**src/rtl/pp_issue_8.sv**
```systemverilog
// ============================================================================
// Module      : pp_issue_8
// Description : Producer side of the carry_save_8 partial-product interface.
//               Splits a 32-bit A x B request into 8x8 unsigned products and
//               issues them as 8-slot beats, then holds off for a drain window.
//               Optional macro MULT_PIPE_EN adds a multiplier register stage.
// Revision    : 1.0 - initial release
// ============================================================================
`default_nettype none

module pp_issue_8 #(
    parameter int DRAIN_CYCLES = 4
) (
    input  logic        clk,
    input  logic        reset,
    input  logic        in_valid,
    output logic        in_ready,
    input  logic [31:0] in_a,
    input  logic [31:0] in_b,
    input  logic [1:0]  in_sew,
    output logic        start,
    output logic [1:0]  sew,
    output logic        pp_last,
    output logic [15:0] mult_out_1,
    output logic [15:0] mult_out_2,
    output logic [15:0] mult_out_3,
    output logic [15:0] mult_out_4,
    output logic [15:0] mult_out_5,
    output logic [15:0] mult_out_6,
    output logic [15:0] mult_out_7,
    output logic [15:0] mult_out_8,
    output logic        busy,
    output logic        err_sew
);

    localparam logic [1:0] ST_IDLE   = 2'd0;
    localparam logic [1:0] ST_ISSUE0 = 2'd1;
    localparam logic [1:0] ST_ISSUE1 = 2'd2;
    localparam logic [1:0] ST_DRAIN  = 2'd3;

    localparam logic [1:0] SEW_32  = 2'b10;
    localparam logic [1:0] SEW_BAD = 2'b11;

    // The FSM runs one cycle ahead of the outputs when the extra stage is present,
    // so the drain window is stretched by one to keep it aligned to the last beat.
`ifdef MULT_PIPE_EN
    localparam int DRAIN_LOAD = DRAIN_CYCLES + 1;
`else
    localparam int DRAIN_LOAD = DRAIN_CYCLES;
`endif
    localparam int              CNT_W      = $clog2(DRAIN_LOAD + 1);
    localparam logic [CNT_W-1:0] DRAIN_INIT = CNT_W'(DRAIN_LOAD);
    localparam logic [CNT_W-1:0] CNT_ONE    = CNT_W'(1);

    function automatic logic [15:0] pp(input logic [31:0] a, input logic [31:0] b,
                                       input int i, input int j);
        return {8'd0, a[8*i +: 8]} * {8'd0, b[8*j +: 8]};
    endfunction

    // Slot 1 occupies bits [15:0], slot 8 bits [127:112].
    function automatic logic [127:0] beat(input logic [31:0] a, input logic [31:0] b,
                                          input logic [1:0] s, input logic second);
        logic [127:0] r;
        int           j0;
        r  = '0;
        j0 = second ? 2 : 0;
        case (s)
            2'b00: r = {64'd0, pp(a, b, 3, 3), pp(a, b, 2, 2), pp(a, b, 1, 1), pp(a, b, 0, 0)};
            2'b01: r = {pp(a, b, 3, 3), pp(a, b, 2, 3), pp(a, b, 3, 2), pp(a, b, 2, 2),
                        pp(a, b, 1, 1), pp(a, b, 0, 1), pp(a, b, 1, 0), pp(a, b, 0, 0)};
            2'b10: begin
                for (int k = 0; k < 4; k++) begin
                    r[16*k +: 16]     = pp(a, b, k, j0);
                    r[16*(k+4) +: 16] = pp(a, b, k, j0 + 1);
                end
            end
            default: r = '0;
        endcase
        return r;
    endfunction

    logic [1:0]       state_q, state_d;
    logic [CNT_W-1:0] cnt_q, cnt_d;
    logic [31:0]      a_q, a_d, b_q, b_d;
    logic [1:0]       sew_q, sew_d;
    logic             in_ready_q, in_ready_d;
    logic             busy_q, busy_d;
    logic             err_sew_q, err_sew_d;
    logic             start_q, start_d;
    logic             pp_last_q, pp_last_d;
    logic [127:0]     slots_q, slots_d;

    logic             beat_vld;
    logic             beat_last;
    logic [127:0]     beat_slots;
    logic             accept;

`ifdef MULT_PIPE_EN
    logic             pv_q, pv_d, pl_q, pl_d;
    logic [127:0]     ps_q, ps_d;
`endif

    assign accept = in_valid & in_ready_q;

    always_comb begin
        state_d    = state_q;
        cnt_d      = cnt_q;
        a_d        = a_q;
        b_d        = b_q;
        sew_d      = sew_q;
        in_ready_d = in_ready_q;
        busy_d     = busy_q;
        err_sew_d  = 1'b0;
        beat_vld   = 1'b0;
        beat_last  = 1'b0;
        beat_slots = '0;

        case (state_q)
            ST_IDLE: begin
                if (accept) begin
                    a_d   = in_a;
                    b_d   = in_b;
                    sew_d = in_sew;
                    if (in_sew == SEW_BAD) begin
                        err_sew_d = 1'b1;
                    end else begin
                        // Beat0 comes straight from the inputs so it is visible next cycle.
                        beat_vld   = 1'b1;
                        beat_last  = (in_sew != SEW_32);
                        beat_slots = beat(in_a, in_b, in_sew, 1'b0);
                        state_d    = ST_ISSUE0;
                        in_ready_d = 1'b0;
                        busy_d     = 1'b1;
                    end
                end
            end
            ST_ISSUE0: begin
                if (sew_q == SEW_32) begin
                    beat_vld   = 1'b1;
                    beat_last  = 1'b1;
                    beat_slots = beat(a_q, b_q, SEW_32, 1'b1);
                    state_d    = ST_ISSUE1;
                end else begin
                    state_d = ST_DRAIN;
                    cnt_d   = DRAIN_INIT;
                end
            end
            ST_ISSUE1: begin
                state_d = ST_DRAIN;
                cnt_d   = DRAIN_INIT;
            end
            default: begin
                cnt_d = cnt_q - CNT_ONE;
                if (cnt_q == CNT_ONE) begin
                    state_d    = ST_IDLE;
                    in_ready_d = 1'b1;
                    busy_d     = 1'b0;
                end
            end
        endcase
    end

`ifdef MULT_PIPE_EN
    always_comb begin
        pv_d      = beat_vld;
        pl_d      = beat_last;
        ps_d      = beat_slots;
        start_d   = pv_q;
        pp_last_d = pl_q;
        slots_d   = ps_q;
    end
`else
    always_comb begin
        start_d   = beat_vld;
        pp_last_d = beat_last;
        slots_d   = beat_slots;
    end
`endif

    always_ff @(posedge clk) begin
        if (reset) begin
            state_q    <= ST_IDLE;
            cnt_q      <= '0;
            a_q        <= '0;
            b_q        <= '0;
            sew_q      <= '0;
            in_ready_q <= 1'b1;
            busy_q     <= 1'b0;
            err_sew_q  <= 1'b0;
            start_q    <= 1'b0;
            pp_last_q  <= 1'b0;
            slots_q    <= '0;
        end else begin
            state_q    <= state_d;
            cnt_q      <= cnt_d;
            a_q        <= a_d;
            b_q        <= b_d;
            sew_q      <= sew_d;
            in_ready_q <= in_ready_d;
            busy_q     <= busy_d;
            err_sew_q  <= err_sew_d;
            start_q    <= start_d;
            pp_last_q  <= pp_last_d;
            slots_q    <= slots_d;
        end
    end

`ifdef MULT_PIPE_EN
    always_ff @(posedge clk) begin
        if (reset) begin
            pv_q <= 1'b0;
            pl_q <= 1'b0;
            ps_q <= '0;
        end else begin
            pv_q <= pv_d;
            pl_q <= pl_d;
            ps_q <= ps_d;
        end
    end
`endif

    assign in_ready   = in_ready_q;
    assign busy       = busy_q;
    assign err_sew    = err_sew_q;
    assign start      = start_q;
    assign pp_last    = pp_last_q;
    assign sew        = sew_q;
    assign mult_out_1 = slots_q[15:0];
    assign mult_out_2 = slots_q[31:16];
    assign mult_out_3 = slots_q[47:32];
    assign mult_out_4 = slots_q[63:48];
    assign mult_out_5 = slots_q[79:64];
    assign mult_out_6 = slots_q[95:80];
    assign mult_out_7 = slots_q[111:96];
    assign mult_out_8 = slots_q[127:112];

endmodule

`default_nettype wire

```
**config.mk**
```make
export PLATFORM = sky130hd
export DESIGN_NAME = pp_issue_8
export DESIGN_NICKNAME = d
export VERILOG_FILES = /design/src/rtl/pp_issue_8.sv
export SDC_FILE = /design/constraint.sdc
export NUM_CORES = 2
export LEC_CHECK = 0
export ABC_AREA = 1
export CAP_MARGIN = 20
export CORE_MARGIN = 2
export CORE_UTILIZATION = 40
export CTS_CLUSTER_SIZE = 24
export DETAILED_ROUTE_END_ITERATION = 8
export PLACE_DENSITY = 0.55
export SLEW_MARGIN = 20
export SYNTH_ARGS = -nofsm -noshare
export SYNTH_HDL_FRONTEND = slang
export SYNTH_SLANG_ARGS = --single-unit
```
**constraint.sdc**
```tcl
create_clock -name clk -period 6 [get_ports clk]
set_input_delay 1.2 -clock clk [delete_from_list [all_inputs] [get_ports clk]]
set_output_delay 1.2 -clock clk [all_outputs]
set_load 0.02 [all_outputs]
```
Yosys cells after proc, flatten, opt, wreduce, memory -nomap -nowiden

Index checks and enable logic that the tools add are counted.

Reductions and logical operators: 10
Multipliers: 20
Multiplexer cells: 28
Bitwise operators: 4
$add $sub $neg: 1
Equality and inequality tests: 11

Operator list:

| cell                                                               | number |
|---|---|
| 128-bit two-way mux                                                | 3 |
| 128-bit case mux with 3 select lines                               | 1 |
| 8-bit by 8-bit multiplier with 16-bit output                       | 20 |
| 128-bit case mux with 2 select lines                               | 1 |
| 1-bit two-way mux                                                  | 13 |
| 3-bit case mux with 3 select lines                                 | 1 |
| 2-bit == test, second input constant                               | 4 |
| 2-bit inequality test, second input constant                       | 4 |
| 1-bit case mux with 2 select lines                                 | 4 |
| 2-bit two-way mux                                                  | 3 |
| 2-bit case mux with 3 select lines                                 | 1 |
| 2-bit by 1-bit == test with 1-bit output, second input constant    | 2 |
| 2-bit zero test                                                    | 2 |
| 2-bit AND reduction                                                | 2 |
| 4-bit AND reduction                                                | 1 |
| 4-bit nonzero test                                                 | 1 |
| 3-bit by 1-bit == test with 1-bit output, second input constant    | 1 |
| 3-bit two-way mux                                                  | 1 |
| 1-bit NOT                                                          | 3 |
| 3-bit AND reduction                                                | 1 |
| 3-bit OR reduction                                                 | 1 |
| 3-bit by 1-bit subtractor with 3-bit output, second input constant | 1 |
| 2-bit nonzero test                                                 | 1 |
| 2-bit OR reduction                                                 | 1 |
| 1-bit bitwise AND                                                  | 1 |

Output and inout port bits: 135
Bits of input ports: 69
Register bits after elaboration: 204
Logic and storage cells: 85

Longest topological paths before layout

Depth after elaboration: 5
Gate-level depth with buffers: 24
Gate-level depth less buffers: 22

Worst setup path after synthesis

No wires, ideal clock.

Path kind: input port to flip-flop
Start point: input in_a[5]
End point: register slots_q[10]
Library setup time: 0.132 ns
Path slack: 0.799 ns
Cell stages on the path: 17
Data required time: 5.868 ns
Arrival: 5.069 ns
Path buffers: 2
Path through: clkbuf_1 -> clkbuf_1 -> nand2_1 -> fa_1 -> fa_1 -> inv_1 -> fa_1 -> inv_1 -> fa_1 -> inv_1 -> ha_1 -> a21oi_1 -> a21boi_2 -> o21ai_0 -> or2_2 -> nand3_1 -> a21oi_1

Longest elaborated chain between the ends: 5

Ends and longest elaborated chain:

| element                                      | line | source |
|---|---|---|
| start, declared                              | 18   | `input logic [31:0] in_a,` |
| 8-bit by 8-bit multiplier with 16-bit output | 57   | `return {8'd0, a[8*i +: 8]} * {8'd0, b[8*j +: 8]};` |
| 128-bit case mux with 3 select lines         | 67   | `case (s)` |
| 128-bit two-way mux                          | 124  | `if (in_sew == SEW_BAD) begin` |
| 128-bit two-way mux                          | 120  | `if (accept) begin` |
| 128-bit case mux with 2 select lines         | 118  | `case (state_q)` |
| end signal, assigned                         | 204  | `slots_q <= slots_d;` |
| end, declared                                | 91   | `logic [127:0] slots_q, slots_d;` |

No other way between the ends.
A chain may end at the register's enable or synchronous reset.

Worst setup path in the final report

Start point: input in_b[10]
End point: register slots_q[111]

Longest elaborated chain between the ends: 5

Ends and longest elaborated chain:

| element                                      | line | source |
|---|---|---|
| start, declared                              | 19   | `input logic [31:0] in_b,` |
| 8-bit by 8-bit multiplier with 16-bit output | 57   |  |
| 128-bit case mux with 3 select lines         | 67   |  |
| 128-bit two-way mux                          | 124  |  |
| 128-bit two-way mux                          | 120  |  |
| 128-bit case mux with 2 select lines         | 118  |  |

No other way between the ends.

==> results.cfg <==
[critical_path]
cp-end-kind = register
critPathMaxFanout = 15
r2r_slack_ns = 0.71
arrival_ns = 6.18
path_class = in -> reg
startpoint_type = primary input
max_stage_delay_ns = 0.51
critPathSlowestCell = clkdlybuf4s50_1
worst_ep_required_time_ns = 6.45
path_cells = clkdlybuf4s50_1 -> buf_12 -> buf_4 -> nand2_1 -> inv_1 -> fa_1 -> fa_1 -> fa_1 -> inv_1 -> fa_1 -> inv_1 -> ha_1 -> nand2_1 -> inv_1 -> nand2_1 -> nand2_1 -> nand2_1 -> nand3_1 -> nand2_1 -> nand2_1 -> o21ai_0 -> nand2_1 -> a21oi_1
crit_path_frequent_cell = nand2_1

[logic_synthesis]
synth-seq-cells = 188
ys_seq_area_share_pct = 7.07
syn_area_per_cell_um2 = 6.72
synth_ff_type = dfxtp_1
ys_types = 45
yosysTopAreaCellShare_pct = 27.1
synth_common_cells = inv_1 (2168), nand2_1 (2168), ha_1 (726), fa_1 (720), nor2_1 (398)
synth_edf_count = 0
synthTopCellsByArea = fa_1 (27%), ha_1 (17%), inv_1 (15%)
async_flop_share_pct = 0
synthesis.instances = 7930
syn_nets = 9445
synth_top_area_cell = fa_1
synth_warnings = 0
netlist_area_um2 = 53300

[timing]
slew_violations = 0
skew_ns = 0.0304
relSlewSlack_pct = 24.7
holdWs_ns = 0.474
worst_slew_pin_slew_ns = 1.13
timing.fmax_mhz = 174
fin_crit_ns = 5.74
setup_viol = 0
period_share_pct = 95.6
hold_viol = 0
rsz0062_at_grt = false

[grt]
first_global_vias = 49800
grt_pass1_wl_um = 300000
grt_overflow = 0
grt_max_degree = 84
grt_usage_pct = 28.9
antenna_found_initial = 9

[cells_and_area]
fillers = 13800
syn_to_final_growth_pct = 13.1
drive_above_1_share_pct = 5.76
nNetsFinal = 9679
finish.instance_area_um2 = 60200

[detailed_routing]
firstDrtPassIters = 6
wl_um = 193000
top_layer_used = met5
final_antenna_net_count = 0
met3_length_um = 13700
wire_per_inst_um = 19.4
drt-vias-per-instance = 4.99
wl_met1_um = 89000
drt_iter0_markers = 4299
wl_met2_um = 84800
remaining_drc_errors = 0
vias = 49600

[clocking]
cts_tree = yes
clkTransAtPathRegs_ns = 0.09
cts.htree.levels = 4
cts_made_buffers = 17
clock-sinks = 188
clk_latency_ns = 0.55
cts_root_buf = clkbuf_16
ctsLongestPathBuffers = 2

[power_and_ir_drop]
net-switching-power_w = 0.00972
pwr-share-clk_pct = 7.9
switching_share_pct = 57.7
pwr-share-comb_pct = 80.1
power.density_nw_per_um2 = 280
ir_drop_v = 0.000326
pwr-share-seq_pct = 12.0
cell_internal_pwr_w = 0.00714
p_leak_nw = 37.5
power_w = 0.0169

[placed_design]
place.port_buffers = 203
hpwlAfterDp_um = 159000
dpl-instance-area_um2 = 59600
gp_congestion = 0.956

[floorplan]
fp-row-count = 133
core_um2 = 132000
chipHeight_um = 369
die_width_um = 369
ioPinCount = 204
dieArea_um2 = 136000
initial_core_util_pct = 40.4

[hold_path]
min_path_type = reg -> reg

[status]
status = complete, no violations

[job]
drv_cap = 0
-- area by class of cell --
| class | instances | area (um^2) | share of cell area [%] |
|---|---|---|---|
| tap | 1755 | 2200 | 3.65 |
| sequential | 188 | 3770 | 6.26 |
| inverter | 2175 | 8160 | 13.6 |
| timing repair buffer | 592 | 5600 | 9.30 |
| antenna | 2 | 5.00 | 0.00831 |
| multi-input combinational | 5190 | 39800 | 66.2 |
| clock inverter | 15 | 206 | 0.343 |
| clock buffer | 17 | 425 | 0.707 |
-- state kept, by name, summed over array words and instances, names as in the netlist, 2 cells and up --
signal   cells
b_q         16
cnt_q        3
slots_q    128
a_q         32
sew          2
state_q      2
-- per-stage QoR --
stage | setup TNS [ns] | setup WS (ns) | instances | util [%]
after floorplan | 0 | 0.799 | 7930 | -
after global placement | -1.22 | -0.334 | 9900 | 45.2
after detailed placement | -1.37 | -0.395 | 9900 | 45.2
after CTS | 0 | 0.172 | 9932 | 45.7
after global routing | 0 | 0.0192 | 9932 | 45.7
final | 0 | 0.265 | 9934 | 45.7
-- path summary, 6_finish.rpt --
path             endpoint  cells past startpoint      from
max reg2reg   slots_q[79]                     15   b_q[26]
min reg2reg          busy                      2      busy
max          slots_q[111]                     23  in_b[10]
min                  busy                      2      busy
-- cells in the final DEF, fill, tap and decap left out, types with 4 or more instances in the layout --
cell	n
a211o_1	8
a21boi_0	4
a21boi_1	8
a21o_1	6
a21oi_1	282
a22o_1	15
a22oi_1	39
a31oi_1	16
buf_12	53
buf_4	337
clkbuf_16	17
clkdlybuf4s50_1	199
clkinv_8	7
dfxtp_1	184
dfxtp_2	4
fa_1	720
ha_1	726
inv_1	2168
inv_2	7
inv_6	4
nand2_1	2168
nand3_1	368
nand4_1	58
nor2_1	396
nor2_4	4
nor3_1	10
o211ai_1	7
o21ai_0	201
o21ai_1	7
o21bai_1	12
o22ai_1	6
or2_0	4
or2_2	25
xnor2_1	38
xor2_1	41
-- power by group through the flow --
stage               Combinational (W)  Clock [W]  Sequential, W
detailed placement             0.0133          0        0.00204
global placement               0.0133          0        0.00204
CTS                            0.0135    0.00135        0.00201
floorplan                     0.00849          0        0.00169
finish                         0.0135    0.00133        0.00203
global route                   0.0153    0.00138        0.00205
-- worst max-delay path: cells and delay by family --
family                   cells  cell delay, ns
AO/OA/AOI/OAI                2            0.71
buffers and inverters        7            1.19
AND/OR/NAND/NOR              9            0.78
adder cells (fa/ha/maj)      5            2.29
-- metal layers --
| metal | GRT usage, % | vias to the layer above |
|---|---|---|
| met1 | 41.2 | 23900 |
| met5 | 0 | - |
| met4 | 7.61 | 12 |
| li1 | - | 23800 |
| met2 | 45.8 | 1644 |
| met3 | 3.81 | 223 |
-- cell families after synthesis --
family	share of synthesized area, %
flip-flops	7.07
AO/OA/AOI/OAI	6.53
adder cells (fa/ha/maj)	44.1
XOR/XNOR	1.30
buffers and inverters	18.1
AND/OR/NAND/NOR	22.8
-- repair_timing --
action                     4_1_cts  5_1_grt
resized for setup                0        1
hold buffers                     0        0
setup endpoints to repair        0        1
setup buffers                    0        0
Power figures use the tool's default switching activity.
